===== config.mk =====
export PLATFORM = sky130hd
export DESIGN_NAME = imem_loader_flat
export DESIGN_NICKNAME = d
export VERILOG_FILES = /design/src/rtl/imem_pkg.sv /design/src/rtl/imem_loader_if.sv /design/src/rtl/imem_loader.sv /design/src/flat_wrapper.sv
export SDC_FILE = /design/constraint.sdc
export NUM_CORES = 1
export LEC_CHECK = 0
export CORE_MARGIN = 4
export CORE_UTILIZATION = 40
export DETAILED_ROUTE_END_ITERATION = 10
export PLACE_DENSITY = 0.76
export SYNTH_ARGS = -nofsm -noshare
export SYNTH_HDL_FRONTEND = slang
export SYNTH_SLANG_ARGS = --single-unit

===== constraint.sdc =====
create_clock -name clk -period 3 [get_ports clk]
set_clock_uncertainty 0.05 [all_clocks]
set_input_delay 0.9 -clock clk [delete_from_list [all_inputs] [get_ports clk]]
set_output_delay 0.9 -clock clk [all_outputs]
set_load 0.01 [all_outputs]

===== src/rtl/imem_pkg.sv =====
// rtl/imem_pkg.sv - shared instruction-memory constants, loader state encoding and helpers
package imem_pkg;

    localparam int BYTES_PER_INSTR = 4;
    localparam int IMEM_ADDR_W     = 64;
    localparam int IMEM_SIZE       = 4095;

    localparam int STATE_W = 3;
    localparam logic [STATE_W-1:0] ST_IDLE_ENC  = 3'd0;
    localparam logic [STATE_W-1:0] ST_LOAD_ENC  = 3'd1;
    localparam logic [STATE_W-1:0] ST_PAD_ENC   = 3'd2;
    localparam logic [STATE_W-1:0] ST_DONE_ENC  = 3'd3;
    localparam logic [STATE_W-1:0] ST_ERROR_ENC = 3'd4;

    typedef enum logic [STATE_W-1:0] {
        ST_IDLE  = ST_IDLE_ENC,
        ST_LOAD  = ST_LOAD_ENC,
        ST_PAD   = ST_PAD_ENC,
        ST_DONE  = ST_DONE_ENC,
        ST_ERROR = ST_ERROR_ENC
    } loader_state_t;

    // True when a byte offset (relative to the image base) starts a new instruction word
    function automatic logic is_aligned(input logic [IMEM_ADDR_W-1:0] offset);
        return (offset % IMEM_ADDR_W'(BYTES_PER_INSTR)) == '0;
    endfunction

endpackage


===== src/rtl/imem_loader_if.sv =====
// rtl/imem_loader_if.sv - program byte stream in, imem byte write port out
interface imem_loader_if;
    import imem_pkg::*;

    logic [7:0]             byte_in;
    logic                   byte_valid;
    logic                   byte_last;
    logic                   byte_ready;
    logic                   wr_en;
    logic [IMEM_ADDR_W-1:0] wr_addr;
    logic [7:0]             wr_data;

    // Stream source / memory side
    modport master (
        output byte_in, byte_valid, byte_last,
        input  byte_ready, wr_en, wr_addr, wr_data
    );

    // Loader side
    modport slave (
        input  byte_in, byte_valid, byte_last,
        output byte_ready, wr_en, wr_addr, wr_data
    );

endinterface


===== src/rtl/imem_loader.sv =====
// rtl/imem_loader.sv - streams a program image into imem, zero-pads to a word boundary, holds the core
module imem_loader
    import imem_pkg::*;
#(
    parameter int                     MEM_SIZE  = IMEM_SIZE,
    parameter logic [IMEM_ADDR_W-1:0] BASE_ADDR = '0
) (
    input  logic                   clk,
    input  logic                   reset,
    input  logic                   start,
    imem_loader_if.slave           bus,
    output logic                   core_hold,
    output logic                   done,
    output logic                   error,
    output logic [IMEM_ADDR_W-1:0] byte_count,
    output logic [7:0]             checksum
);

    localparam logic [IMEM_ADDR_W-1:0] MEM_LIMIT = IMEM_ADDR_W'(MEM_SIZE);

    loader_state_t          state;
    loader_state_t          state_nxt;
    logic [IMEM_ADDR_W-1:0] pad_ptr;
    logic [IMEM_ADDR_W-1:0] count_inc;
    logic [IMEM_ADDR_W-1:0] pad_inc;
    logic                   hs;
    logic                   room;
    logic                   fin_load;
    logic                   fin_pad;

    assign hs        = bus.byte_valid & bus.byte_ready;
    assign room      = byte_count < MEM_LIMIT;
    assign count_inc = byte_count + 1'b1;
    assign pad_inc   = pad_ptr + 1'b1;
    // Image is complete once the next free offset is word aligned or memory is full
    assign fin_load  = is_aligned(count_inc) || (count_inc == MEM_LIMIT);
    assign fin_pad   = is_aligned(pad_inc) || (pad_inc == MEM_LIMIT);

    // State register
    always_ff @(posedge clk) begin
        if (!reset) state <= ST_IDLE;
        else        state <= state_nxt;
    end

    // Next-state decision: start only honoured outside an active load
    always_comb begin
        state_nxt = state;
        case (state)
            ST_IDLE, ST_DONE, ST_ERROR: if (start) state_nxt = ST_LOAD;
            ST_LOAD: begin
                if (hs) begin
                    if (!room)                          state_nxt = ST_ERROR;
                    else if (bus.byte_last && fin_load) state_nxt = ST_DONE;
                    else if (bus.byte_last)             state_nxt = ST_PAD;
                end
            end
            ST_PAD:  if (fin_pad) state_nxt = ST_DONE;
            default: state_nxt = ST_IDLE;
        endcase
    end

    // Status outputs decoded straight from the state
    always_comb begin
        bus.byte_ready = (state == ST_LOAD);
        core_hold      = (state != ST_DONE);
        done           = (state == ST_DONE);
        error          = (state == ST_ERROR);
    end

    // Registered write port, byte counter, checksum and pad pointer
    always_ff @(posedge clk) begin
        if (!reset) begin
            bus.wr_en   <= 1'b0;
            bus.wr_addr <= '0;
            bus.wr_data <= '0;
            byte_count  <= '0;
            checksum    <= '0;
            pad_ptr     <= '0;
        end else begin
            bus.wr_en <= 1'b0;
            case (state)
                ST_IDLE, ST_DONE, ST_ERROR: begin
                    if (start) begin
                        byte_count <= '0;
                        checksum   <= '0;
                    end
                end
                ST_LOAD: begin
                    // A byte arriving with no room is dropped: no write, no count
                    if (hs && room) begin
                        bus.wr_en   <= 1'b1;
                        bus.wr_addr <= BASE_ADDR + byte_count;
                        bus.wr_data <= bus.byte_in;
                        byte_count  <= count_inc;
                        checksum    <= checksum + bus.byte_in;
                        pad_ptr     <= count_inc;
                    end
                end
                ST_PAD: begin
                    bus.wr_en   <= 1'b1;
                    bus.wr_addr <= BASE_ADDR + pad_ptr;
                    bus.wr_data <= 8'h00;
                    pad_ptr     <= pad_inc;
                end
                default: ;
            endcase
        end
    end

endmodule


===== src/flat_wrapper.sv =====
// flat-port wrapper written by rule: the top's interface ports become plain ports
module imem_loader_flat import imem_pkg::*;
#(
    parameter int                     MEM_SIZE  = IMEM_SIZE,
    parameter logic [IMEM_ADDR_W-1:0] BASE_ADDR = '0
)
  (clk, reset, start, core_hold, done, error, byte_count, checksum, bus_byte_in, bus_byte_valid, bus_byte_last, bus_byte_ready, bus_wr_en, bus_wr_addr, bus_wr_data);
  imem_loader_if bus_i ();
  input  logic clk;
  input  logic reset;
  input  logic start;
  output logic core_hold;
  output logic done;
  output logic error;
  output logic [IMEM_ADDR_W-1:0] byte_count;
  output logic [7:0] checksum;
  input wire logic [$bits(bus_i.byte_in)-1:0] bus_byte_in;
  input wire logic [$bits(bus_i.byte_valid)-1:0] bus_byte_valid;
  input wire logic [$bits(bus_i.byte_last)-1:0] bus_byte_last;
  output wire logic [$bits(bus_i.byte_ready)-1:0] bus_byte_ready;
  output wire logic [$bits(bus_i.wr_en)-1:0] bus_wr_en;
  output wire logic [$bits(bus_i.wr_addr)-1:0] bus_wr_addr;
  output wire logic [$bits(bus_i.wr_data)-1:0] bus_wr_data;
  assign bus_i.byte_in = bus_byte_in;
  assign bus_i.byte_valid = bus_byte_valid;
  assign bus_i.byte_last = bus_byte_last;
  assign bus_byte_ready = bus_i.byte_ready;
  assign bus_wr_en = bus_i.wr_en;
  assign bus_wr_addr = bus_i.wr_addr;
  assign bus_wr_data = bus_i.wr_data;
  imem_loader #(.MEM_SIZE(MEM_SIZE), .BASE_ADDR(BASE_ADDR)) u_core (.clk(clk), .reset(reset), .start(start), .bus(bus_i), .core_hold(core_hold), .done(done), .error(error), .byte_count(byte_count), .checksum(checksum));
endmodule

==> results, run 1 <==
- Measured along the x axis, the die boundary spans 168 um.
- The first global-routing pass estimated 52.6 mm of wire.
- The max-cap violation count is 0.
- The combinational family with the most area after synthesis is simple AND/OR/NAND/NOR gates.
- The path class of the tightest hold or removal check is flop to flop.
- The mean post-synth cell area is 7.71 um2.
- CTS placed an instance of clkbuf_16 at the clock tree root.
- The cell area that synthesis handed to floorplanning was 10200 um2.
- Yosys attributes the largest share of cell area to dfxtp_1, nand2_1, a21oi_1.
- The vertical die dimension is 168 um.
- The final route contains 10.7k vias.
- With fillers left out, the area of the finished cells amounts to 13600 um2.
- Dividing total power by cell area gives a power density of 590 nW/um2.
- The checks that failed: negative setup slack.
- Of the total synthesized cell area, the portion taken by full adders, half adders and majority gates is 0.0179.
- Setup slack on the critical path of the routed design comes to -46.5 ps.
- The most used flip-flop cell after synthesis is dfxtp_1.
- Setup repair after global routing could not meet its margin everywhere.
- The CTS buffer count is 24.
- For this run, the register share of the synthesized area comes to 0.415.
- Setup violations remaining at the end of the flow were counted as 1.
- The count of flip-flops with a built-in enable after synthesis is 0.
- The critical path starts at u_core.pad_ptr[16].
- The routability congestion estimate is 0.951.
- The first TritonRoute pass finished after 6 iterations.
- After detailed routing, the number of vias per cell comes to 5.75.
- The fraction of the mapped netlist area in simple logic gates is 0.308.
- The netlist uses 64 different library cells.
- The static leakage power is 0.00499 uW.
- The number of hold-slack violations in the final timing report is 0.
- The count of non-filler cells in the finished layout is 1859.
- For this run, global-route usage on met1 was measured as 0.294.
- In the synthesized netlist, the number of instances is 1326.
- TritonCTS built the clock tree.
- The max-slew violation total from the final report is 0.
- Entering global routing, the biggest net connects 95 pins.
- For this run, the top clock speed supported by timing is 328 MHz.
- In this run the most used layer during global routing was met2.
- The maximum fanout along the worst path is 7.
- In the finished design, the share of the clock period the worst path needs comes to 1.02.
- Adding up every negative setup slack in the final design gives -46.5 ps.
- For this run, the total global-route usage over all layers was measured as 0.220.
- After detailed routing, the average wire length per cell comes to 17.6 um.
- The clock passes through at most 3 buffers.
- The fraction of registers with async set/reset is 0.
- The number of buffer cells added on primary ports is 161.
- The number of levels the H-tree was split into is 1.
- The Yosys step of the flow raised 0 warnings.
- The final-layout worst hold slack is 403 ps.
- The number of flip-flops and latches in the synthesized netlist is 212.
- The startpoint kind of the worst setup timing path is a flop.
- The hold-fix buffer count after cts is 0.
- The most common cell after layout, fill and taps aside is dfxtp_1.
- The fraction of synthesized cell area taken by the top area cell type is 0.415.
- The type of destination of the critical path is a flop.
- The remaining global-route overflow is 0.
- The final period demand of the worst path is 3050 ps.
- The clock drives 212 sinks.
- In this run the remaining antenna-violating nets after routing total 0.
- For this run, the post-layout net count is 1542.
- In the layout the commonest cells are dfxtp_1, nand2_1, clkdlybuf4s50_1.
- The multiplexer share of the synthesized area is 0.00306.
- Detailed placement finished with a half-perimeter wire length of 22.9 mm.
- The routing usage on met3 is 0.0439.
- The via count of the first global-routing pass is 10.2k.
- The floorplan core area is 25200 um2.
- Data on the critical path arrives at its endpoint at 3430 ps.
- Headroom to the max-slew limit came out at 0.505.
- Overall power consumption after layout is estimated at 8000 uW.
- The number of antenna violations at the first check in global routing is 0.
- The fraction of layout cells with a size suffix above 1 is 0.118.
- VDD sags by at most 0.000358 V.
- For this run, global-route usage on met2 was measured as 0.364.
- The flow ran to the end, but the final reports show violations.
- The critical path data required time is 3390 ps.
- Clock latency on the worst-skew pair, taken at its later pin, is 520 ps.
- For this design the top-level I/O count stands at 162.
- The area growth from synthesis to layout is 32.7%.
- The launch point of the worst hold path is u_core.bus.wr_addr[18].
- At the pin with the least slew margin, the transition time is 735 ps.
- The final layout contains routed wiring with a total length of 32.8 mm.
- For this run, design rule violations remaining after detail routing come to 0.
- The synthesized design spends more area on one cell type than any other, namely dfxtp_1.
- Clock-pin slew was measured on the worst setup and hold paths at 60 ps.
- The starting utilization of the core area is 0.406.
- In this run, placement finished with an instance count of 1816.
- The worst setup path is of the flop to flop kind.
- For this block, the initial DRC count from the detailed router was 1146.
- Summing all placed instances gives a cell area of 12700 um2.
- The post-synthesis compound-gate area fraction was 0.162.
- Counting every net in the synthesized netlist gives 1353.
- The XOR/XNOR share of the synthesized area is 0.0403.
- The area of the die is 28200 um2.
- The worst register-to-register path begins at u_core.pad_ptr[16].
- The number of antenna diodes in the final layout is 0.
- The floorplan has 58 rows.
-- path summary, 6_finish.rpt --
kind	cells past startpoint	slack, ps	to
min	2	400	u_core.bus.wr_addr[18]
max	10	-50	u_core.state[0]
min reg2reg	2	400	u_core.bus.wr_addr[18]
max reg2reg	10	-50	u_core.state[0]
-- state kept, by name (all words and copies together), names as in the netlist --
signal              flops
u_core.pad_ptr         64
u_core.checksum         8
u_core.bus.wr_addr     64
u_core.byte_count      64
u_core.bus.wr_data      8
u_core.state            3
u_core.bus.wr_en        1
-- synthesized netlist by cell type (11+ instances only) --
master    count
xnor2_1      21
a21oi_1     124
nor2_1      124
nand4_1      38
dfxtp_1     212
o21ai_0      74
a31oi_1      31
clkbuf_1     93
nor3_1       31
or3_1        11
nand2_1     202
ha_1         13
and3_1       73
xor2_1       26
inv_1        20
nand3_1      46
nor4_1       51
-- final cells by class --
cell class | instances | area [um2]
inverters | 21 | 78.8
flip-flops and latches | 212 | 4240
clock inverters | 8 | 119
well taps | 330 | 413
multi-input cells | 980 | 5490
clock buffers | 32 | 682
repair buffers | 276 | 2540
fillers | 2327 | 11600
-- what timing repair did --
| item | CTS | global route |
|---|---|---|
| setup buffers | 2 | 0 |
| cloned | 0 | 1 |
| pin swaps | 2 | 0 |
| gates resized for setup | 2 | 3 |
| endpoints found under the setup margin | 1 | 17 |
-- cell families after synthesis --
kind of cell             Yosys count
AND/OR/NAND/NOR                  628
AO/OA/AOI/OAI                    287
flip-flops                       212
buffers and inverters            135
XOR/XNOR                          47
adder cells (fa/ha/maj)           14
multiplexers                       3
-- worst max-delay path: stages (launching register included) --
cell and delay (ps):
dfxtp_1 440, inv_1 120, or4_4 640, buf_4 180, nor4_1 450, and3_1 250
o22ai_1 90, nor4_1 220, and4_1 230, nand4_1 100, a31oi_1 190
-- metal layers --
layer | wire, um | part of all wire
met3 | 2880 | 0.088
met1 | 14000 | 0.43
met2 | 15100 | 0.46
met5 | 0 | 0
met4 | 816 | 0.025
-- where the power goes --
group	total [uW]	leakage [uW]	switching, uW	internal [uW]
sequential	3040	0.00171	97.5	2940
clock	2980	0.000397	1140	1840
combinational	1980	0.00289	1310	668
total	8000	0.00499	2550	5450
-- per-stage QoR --
| step | worst slack (ps) | utilization |
|---|---|---|
| floorplan | 196 | - |
| global placement | -110 | 0.505 |
| detailed placement | -133 | 0.505 |
| CTS | 8.98 | 0.538 |
| global route | -171 | 0.539 |
| finish | -46.5 | 0.539 |
Power figures use the tool's default switching activity.
==> inputs of run 2 (changes only) <==
--- a/config.mk
+++ b/config.mk
@@ -8,7 +8,7 @@
 export CORE_MARGIN = 4
 export CORE_UTILIZATION = 40
 export DETAILED_ROUTE_END_ITERATION = 10
-export PLACE_DENSITY = 0.76
+export PLACE_DENSITY = 0.73
 export SYNTH_ARGS = -nofsm -noshare
 export SYNTH_HDL_FRONTEND = slang
 export SYNTH_SLANG_ARGS = --single-unit
==> constraint.sdc (replaced) <==
create_clock -name clk -period 3.8 [get_ports clk]
set_clock_uncertainty 0.05 [all_clocks]
set_input_delay 1.14 -clock clk [delete_from_list [all_inputs] [get_ports clk]]
set_output_delay 1.14 -clock clk [all_outputs]
set_load 0.01 [all_outputs]
==> results, run 2 (synthesized netlist as in run 1, its figures left out) <==
- Leaving out fill and tap cells, the most frequent cells in the layout are dfxtp_1, nand2_1, clkdlybuf4s50_1.
- The half-perimeter wire length after detailed placement is 21.8 mm (-5.0%).
- The cell total after placement was 1734 (-4.5%).
- The run finished with clean final reports.
- The number of hold-slack violations in the final timing report is 0 (unchanged).
- The total routing resource utilization after global routing is 0.214 (-0.00617).
- The area of the die is 28200 um2 (unchanged).
- The number of vias after detailed routing is 10.3k (-3.3%).
- The max-cap violation count came to 0 (unchanged).
- The fraction of layout cells with a size suffix above 1 is 0.0642 (-0.0535).
- The area growth from synthesis to layout is 25.7%.
- The number of cells upsized or downsized after cts is 0 (-2).
- The routability congestion estimate was 0.957 (+0.55%).
- The number of nets in the finished design is 1457 (-5.5%).
- The vertical die dimension is 168 um (unchanged).
- The critical path class is flop to flop.
- The floorplan core area was 25200 um2 (unchanged).
- The fill cell instance count of the final layout is 2395 (+2.9%).
- The number of levels the H-tree was split into is 1 (unchanged).
- The post-route fraction of the period consumed by the critical path is 0.895 (-0.121).
- The power density relative to cell area is 482 nW/um2 (-18%).
- The routed wire length per instance is 17.7 um (+0.15%).
- The arrival time of the worst setup path is 3790 ps (+360 ps).
- The count of pins on the block boundary came to 162 (unchanged).
- The via count of the first global-routing pass was 9551 (-6.6%).
- The type of the tightest min-delay check is flop to flop.
- The largest registers in the layout are u_core.bus.wr_addr x64, u_core.byte_count x64, u_core.pad_ptr x64.
- The maximum fanout along the worst path is 9 (+2).
- The CTS buffer count is 24 (unchanged).
- Setup repair after global routing left no endpoint under its margin.
- The post-detailed-route DRC marker count is 0 (unchanged).
- Clock tree synthesis selected as its root buffer the cell clkbuf_16.
- The clock transition at the registers of the reported paths is 60 ps (about the same).
- The total iterations of the first detailed-routing run came to 6 (unchanged).
- The number of cells on the worst reg-to-reg path is 11 (+1).
- The cell row count is 58 (unchanged).
- The maximum buffer depth of the clock tree was 3 (unchanged).
- The hold-fix buffer count after cts is 0 (unchanged).
- The count of cells along the worst hold path is 2 (unchanged).
- The remaining global-route overflow came to 0 (unchanged).
- The number of endpoints failing setup at the final stage is 0 (-1).
- The antenna diode count was 0 (unchanged).
- The starting DRC count in detailed routing is 957 (-16%).
- The total negative setup slack is 0 ps (+46.5 ps).
- The largest vdd supply drop came to 0.000318 V (-11%).
- The final core utilization is 0.510 (-0.0285).
- The timing-limited maximum frequency is 294 MHz (-10%).
- The max-slew violation total from the final report is 0 (unchanged).
- The starting utilization of the core area came to 0.406 (unchanged).
- The wire length of the first global-routing pass was 51.4 mm (-2.4%).
- The type of destination of the critical path is a flop.
- The pin count of the biggest net entering global routing was 63 (-34%).
- The clock tree from TritonCTS is done.
- The insertion delay to the later sink of the worst-skew pair came to 530 ps (about the same).
- The count of nets left with antenna violations after detail routing is 0 (unchanged).
- The launch point of the critical path is u_core.pad_ptr[1].
- The number of buffer cells added on primary ports was 161 (unchanged).
- The width of the die is 168 um (unchanged).
- The number of antenna violations at the first check in global routing came to 0 (unchanged).
- The count of non-filler cells in the finished layout was 1778 (-4.4%).
- The critical path data required time is 4190 ps (+800 ps).
- The pin slew with the least headroom to its limit was 887 ps (+151 ps).
- The most common cell after layout, fill and taps aside is dfxtp_1.
- The clock net sink count is 212 (unchanged).
- The static leakage power is 0.00454 uW (-9.1%).
- The launch point of the worst hold path is u_core.bus.wr_addr[41].
- The startpoint kind of the worst setup timing path is a flop.
- The detailed-route vias per instance is 5.82 (+1.1%).
- The worst register-to-register path begins at u_core.pad_ptr[1].
- The buffers inserted during post-CTS setup optimization came to 0 (-2).
- The worst-case headroom to the max-slew limit came to 0.407 (-0.0980).
- The final period demand of the worst path came to 3400 ps (+354 ps).
- The aggregate routed wire length is 31.4 mm (-4.2%).
==> run 2: cell count changes in the layout (fill, tap and decap cells not counted), moves of 2 or more <==
cell and delta:
nor4_1 +2, buf_12 -5, nor4_2 -2, clkinvlp_4 +3
buf_4 -79
==> run 2: metal layers <==
layer,global-route usage,up-vias,share of wire
li1,-,4938,-
met1,0.299,4888,0.43
met2,0.335,451,0.46
met3,0.0376,63,0.083
met4,0.0695,0,0.027
met5,0,-,0
==> run 2: where the power goes <==
group | leakage, uW | total [uW] | internal, uW | switching (uW)
clock | 0.000388 | 2330 | 1390 | 940
combinational | 0.00244 | 1450 | 460 | 987
sequential | 0.00171 | 2410 | 2320 | 90.4
total | 0.00454 | 6190 | 4170 | 2020
==> run 2: cell type report <==
cell class,count,area (um2),share of cell area
Clock buffer,33,674,0.0525
Clock inverter,11,134,0.0104
Inverter,21,78.8,0.00613
Sequential cell,212,4240,0.330
Tap cell,330,413,0.0321
Multi-Input combinational cell,979,5460,0.425
Timing Repair Buffer,192,1850,0.144
==> run 2: stage by stage <==
| stage | setup slack (ps) | power (uW) | cell area [um2] | hold slack [ps] |
|---|---|---|---|---|
| 6_report | 399 | 6190 | 12900 | 402 |
| 5_1_grt | 119 | 6490 | 12900 | 427 |
| 4_1_cts | 472 | 6250 | 12900 | 405 |
| 3_5_place_dp | 361 | 3900 | 12000 | 397 |
| 3_3_place_gp | 363 | 3880 | 12000 | 395 |
| 2_1_floorplan | 996 | 3340 | 10200 | 407 |
==> run 2: critical path: stages (launching register included) <==
cell and delay [ps]:
dfxtp_1 450, ha_1 380, and3_1 240, nand3_1 270, buf_4 280, nor3_1 290, xor2_1 110, a2111oi_0 440
nand4_1 180, nor4_2 320, nand4_1 120, a31oi_1 200
==> run 2: final timing paths <==
path	end	slack (ps)
worst min register to register	u_core.bus.wr_addr[41]	400
worst min-delay path	u_core.bus.wr_addr[41]	400
worst max register to register	u_core.state[0]	400
worst max-delay path	u_core.state[0]	400
==> inputs of run 3 (changes only) <==
--- a/config.mk
+++ b/config.mk
@@ -5,6 +5,7 @@
 export SDC_FILE = /design/constraint.sdc
 export NUM_CORES = 1
 export LEC_CHECK = 0
+export ABC_AREA = 0
 export CORE_MARGIN = 4
 export CORE_UTILIZATION = 40
 export DETAILED_ROUTE_END_ITERATION = 10
==> results of run 3 <==
The final DEF is identical to that of run 2; final timing and power are the same.
==> patch, RTL diff (config.mk and constraints of run 1) <==
Change the package constant `IMEM_ADDR_W` from 64 to 128.
--- a/src/rtl/imem_pkg.sv
+++ b/src/rtl/imem_pkg.sv
@@ -3,5 +3,5 @@
 
     localparam int BYTES_PER_INSTR = 4;
-    localparam int IMEM_ADDR_W     = 64;
+    localparam int IMEM_ADDR_W     = 128;
     localparam int IMEM_SIZE       = 4095;
 
Ports: changed (resized bus_wr_addr and byte_count); port bits go from 162 to 290. No check against the original RTL was run, so the function may have changed too.
==> patch against run 1 <==
Sequential power rose by 84%; sequential share of layout area fell by 5.4 points; wire length rose to 3.0 times the old value; critical endpoint unchanged; the run still ends with setup timing left; power rose by 110%; non-clock buffer count rose by 743; worst setup slack got worse by 0.61 ns; sequential cell count rose by 192; cell area rose by 130%; largest power group unchanged; synthesized cell count rose by 100%; via count rose by 130%; area after synthesis rose by 95%; die area rose by 89%.
==> patch: results (changes against run 1) <==
The tools report the switching power as 5740 uW (was 2550 uW). The run gives 11800 sq um (was 5490 sq um) as the multi-input logic area. Violations in the final reports: setup timing (unchanged). The placer congestion estimate was 1.09 (was 0.951).

The non-clock inverter instance count of the final layout came out at 30 (was 21). The tools report the reg-to-reg startpoint as u_core.pad_ptr[69]$_SDFFE_PN0P_ (was u_core.pad_ptr[16]$_SDFFE_PN0P_). The tools report the fill cell total of the finished layout as 4303 (was 2327). The gate count after technology mapping came out at 2662 (was 1326). The number of I/O port buffers was 289 (was 161). The adder and majority cell fraction of the synthesized area came out at 0.00918 (was 0.0179).

The tools report the total of endpoints with negative setup slack in the final report as 178 (was 1). Cell types with the largest area share after synthesis: sky130_fd_sc_hd__dfxtp_1 41%, sky130_fd_sc_hd__nand2_1 8.1%, sky130_fd_sc_hd__a21oi_1 6.1%, sky130_fd_sc_hd__nor2_1 4.8%, sky130_fd_sc_hd__and3_1 4.2% (was sky130_fd_sc_hd__dfxtp_1 42%, sky130_fd_sc_hd__nand2_1 7.4%, sky130_fd_sc_hd__a21oi_1 6.1%, sky130_fd_sc_hd__nor2_1 4.6%, sky130_fd_sc_hd__and3_1 4.5%). The tools report the endpoint of the worst hold-timing path as u_core.bus.wr_addr[56]$_SDFFE_PN0P_ (was u_core.bus.wr_addr[18]$_SDFFE_PN0P_). The largest fanout on the critical path was 4 (was 7). Number of placement rows: 81 (was 58).

The worst setup margin was -0.655 ns (was -0.0465 ns); the multiplexer fraction of the synthesized cell area was 0.00151 (was 0.00306). The tools report the number of placed cells counting well taps as 4053 (was 1816). The run gives 0.62 ns (was 0.52 ns) as the clock latency of the later-clocked register in the worst-skew pair.

The delay contributed by the slowest stage of the critical path is 0.44 ns (was 0.64 ns), and the pre-CTS worst setup slack is -1.14 ns (was -0.133 ns). The tools report the source of the worst hold timing path as u_core.bus.wr_addr[56]$_SDFFE_PN0P_ (was u_core.bus.wr_addr[18]$_SDFFE_PN0P_). The run finished, with violations left. The flip-flop and latch area is 8100 sq um (was 4240 sq um). The remaining max-slew budget at the tightest pin was 0.546 (was 0.505); the amount of wire on met2 after detailed routing was 44500 microns (was 15100 microns). The worst-path cell with the longest stage delay was sky130_fd_sc_hd__nor4_2 (was sky130_fd_sc_hd__or4_4). For the wire length of the first global-routing pass, the log shows 139000 microns (was 52600 microns).

The clock network area share works out to 0.0462 (was 0.0590). The non-clock buffering overhead in the final layout works out to 0.289 (was 0.188). The global routing usage on met2 came out at 0.544 (was 0.364). The post-synthesis sequential area ratio is 0.406 (was 0.415). For the total routing resource utilization after global routing, the log shows 0.330 (was 0.220). The number of distinct library cells after synthesis is 71 (was 64), and the synthesized-area fraction occupied by xor and xnor cells is 0.0449 (was 0.0403).

The cell depth of the worst flop-to-flop path was 14 (was 10); the global routing met1 resource utilization was 0.433 (was 0.294). The run gives 71100 microns (was 22900 microns) as the HPWL reported at the end of detailed placement.
[patch: cell count changes after synthesis, moves of 27 or more]
cell                       before  now
sky130_fd_sc_hd__nor3_1        31  101
sky130_fd_sc_hd__nand4_1       38  125
sky130_fd_sc_hd__o21ai_0       74  101
sky130_fd_sc_hd__a21oi_1      124  241
sky130_fd_sc_hd__xnor2_1       21   68
sky130_fd_sc_hd__and3_1        73  135
sky130_fd_sc_hd__clkbuf_1      93  200
sky130_fd_sc_hd__nor2_1       124  255
sky130_fd_sc_hd__nand3_1       46   92
sky130_fd_sc_hd__dfxtp_1      212  404
sky130_fd_sc_hd__nor4_1        51  134
sky130_fd_sc_hd__nand2_1      202  427
[patch: per-stage QoR]
step	hold slack [ns]	total power (uW)	setup TNS (ns)	utilization
finish	0.402	16500	-13.00	0.638
global route	0.420	17000	-46.88	0.638
CTS	0.403	14700	-0.708	0.607
detailed placement	0.395	9190	-23.27	0.572
global placement	0.390	9120	-21.46	0.572
floorplan	0.406	7580	-0.626	-
[patch: kinds of logic after synthesis]
logic type / Yosys count
compound gates: 464
xor+xnor: 102
fa+ha+maj: 14
simple gates: 1405
mux: 3
flops: 404
buf+inv: 270
[patch: what timing repair did]
item,4_1_cts,5_1_grt
buffers inserted,3,33
pin swaps,6,125
cloned,0,18
setup endpoints to repair,218,352
gates resized for setup,43,238
hold buffers,0,0
[patch: power by group through the flow]
stage / Sequential, uW / Clock [uW] / Combinational [uW]
after floorplan: 5710 / 0 / 1870
after global placement: 5690 / 0 / 3430
after detailed placement: 5700 / 0 / 3490
after CTS: 5580 / 5590 / 3520
after global routing: 5600 / 5810 / 5640
final: 5590 / 5520 / 5380
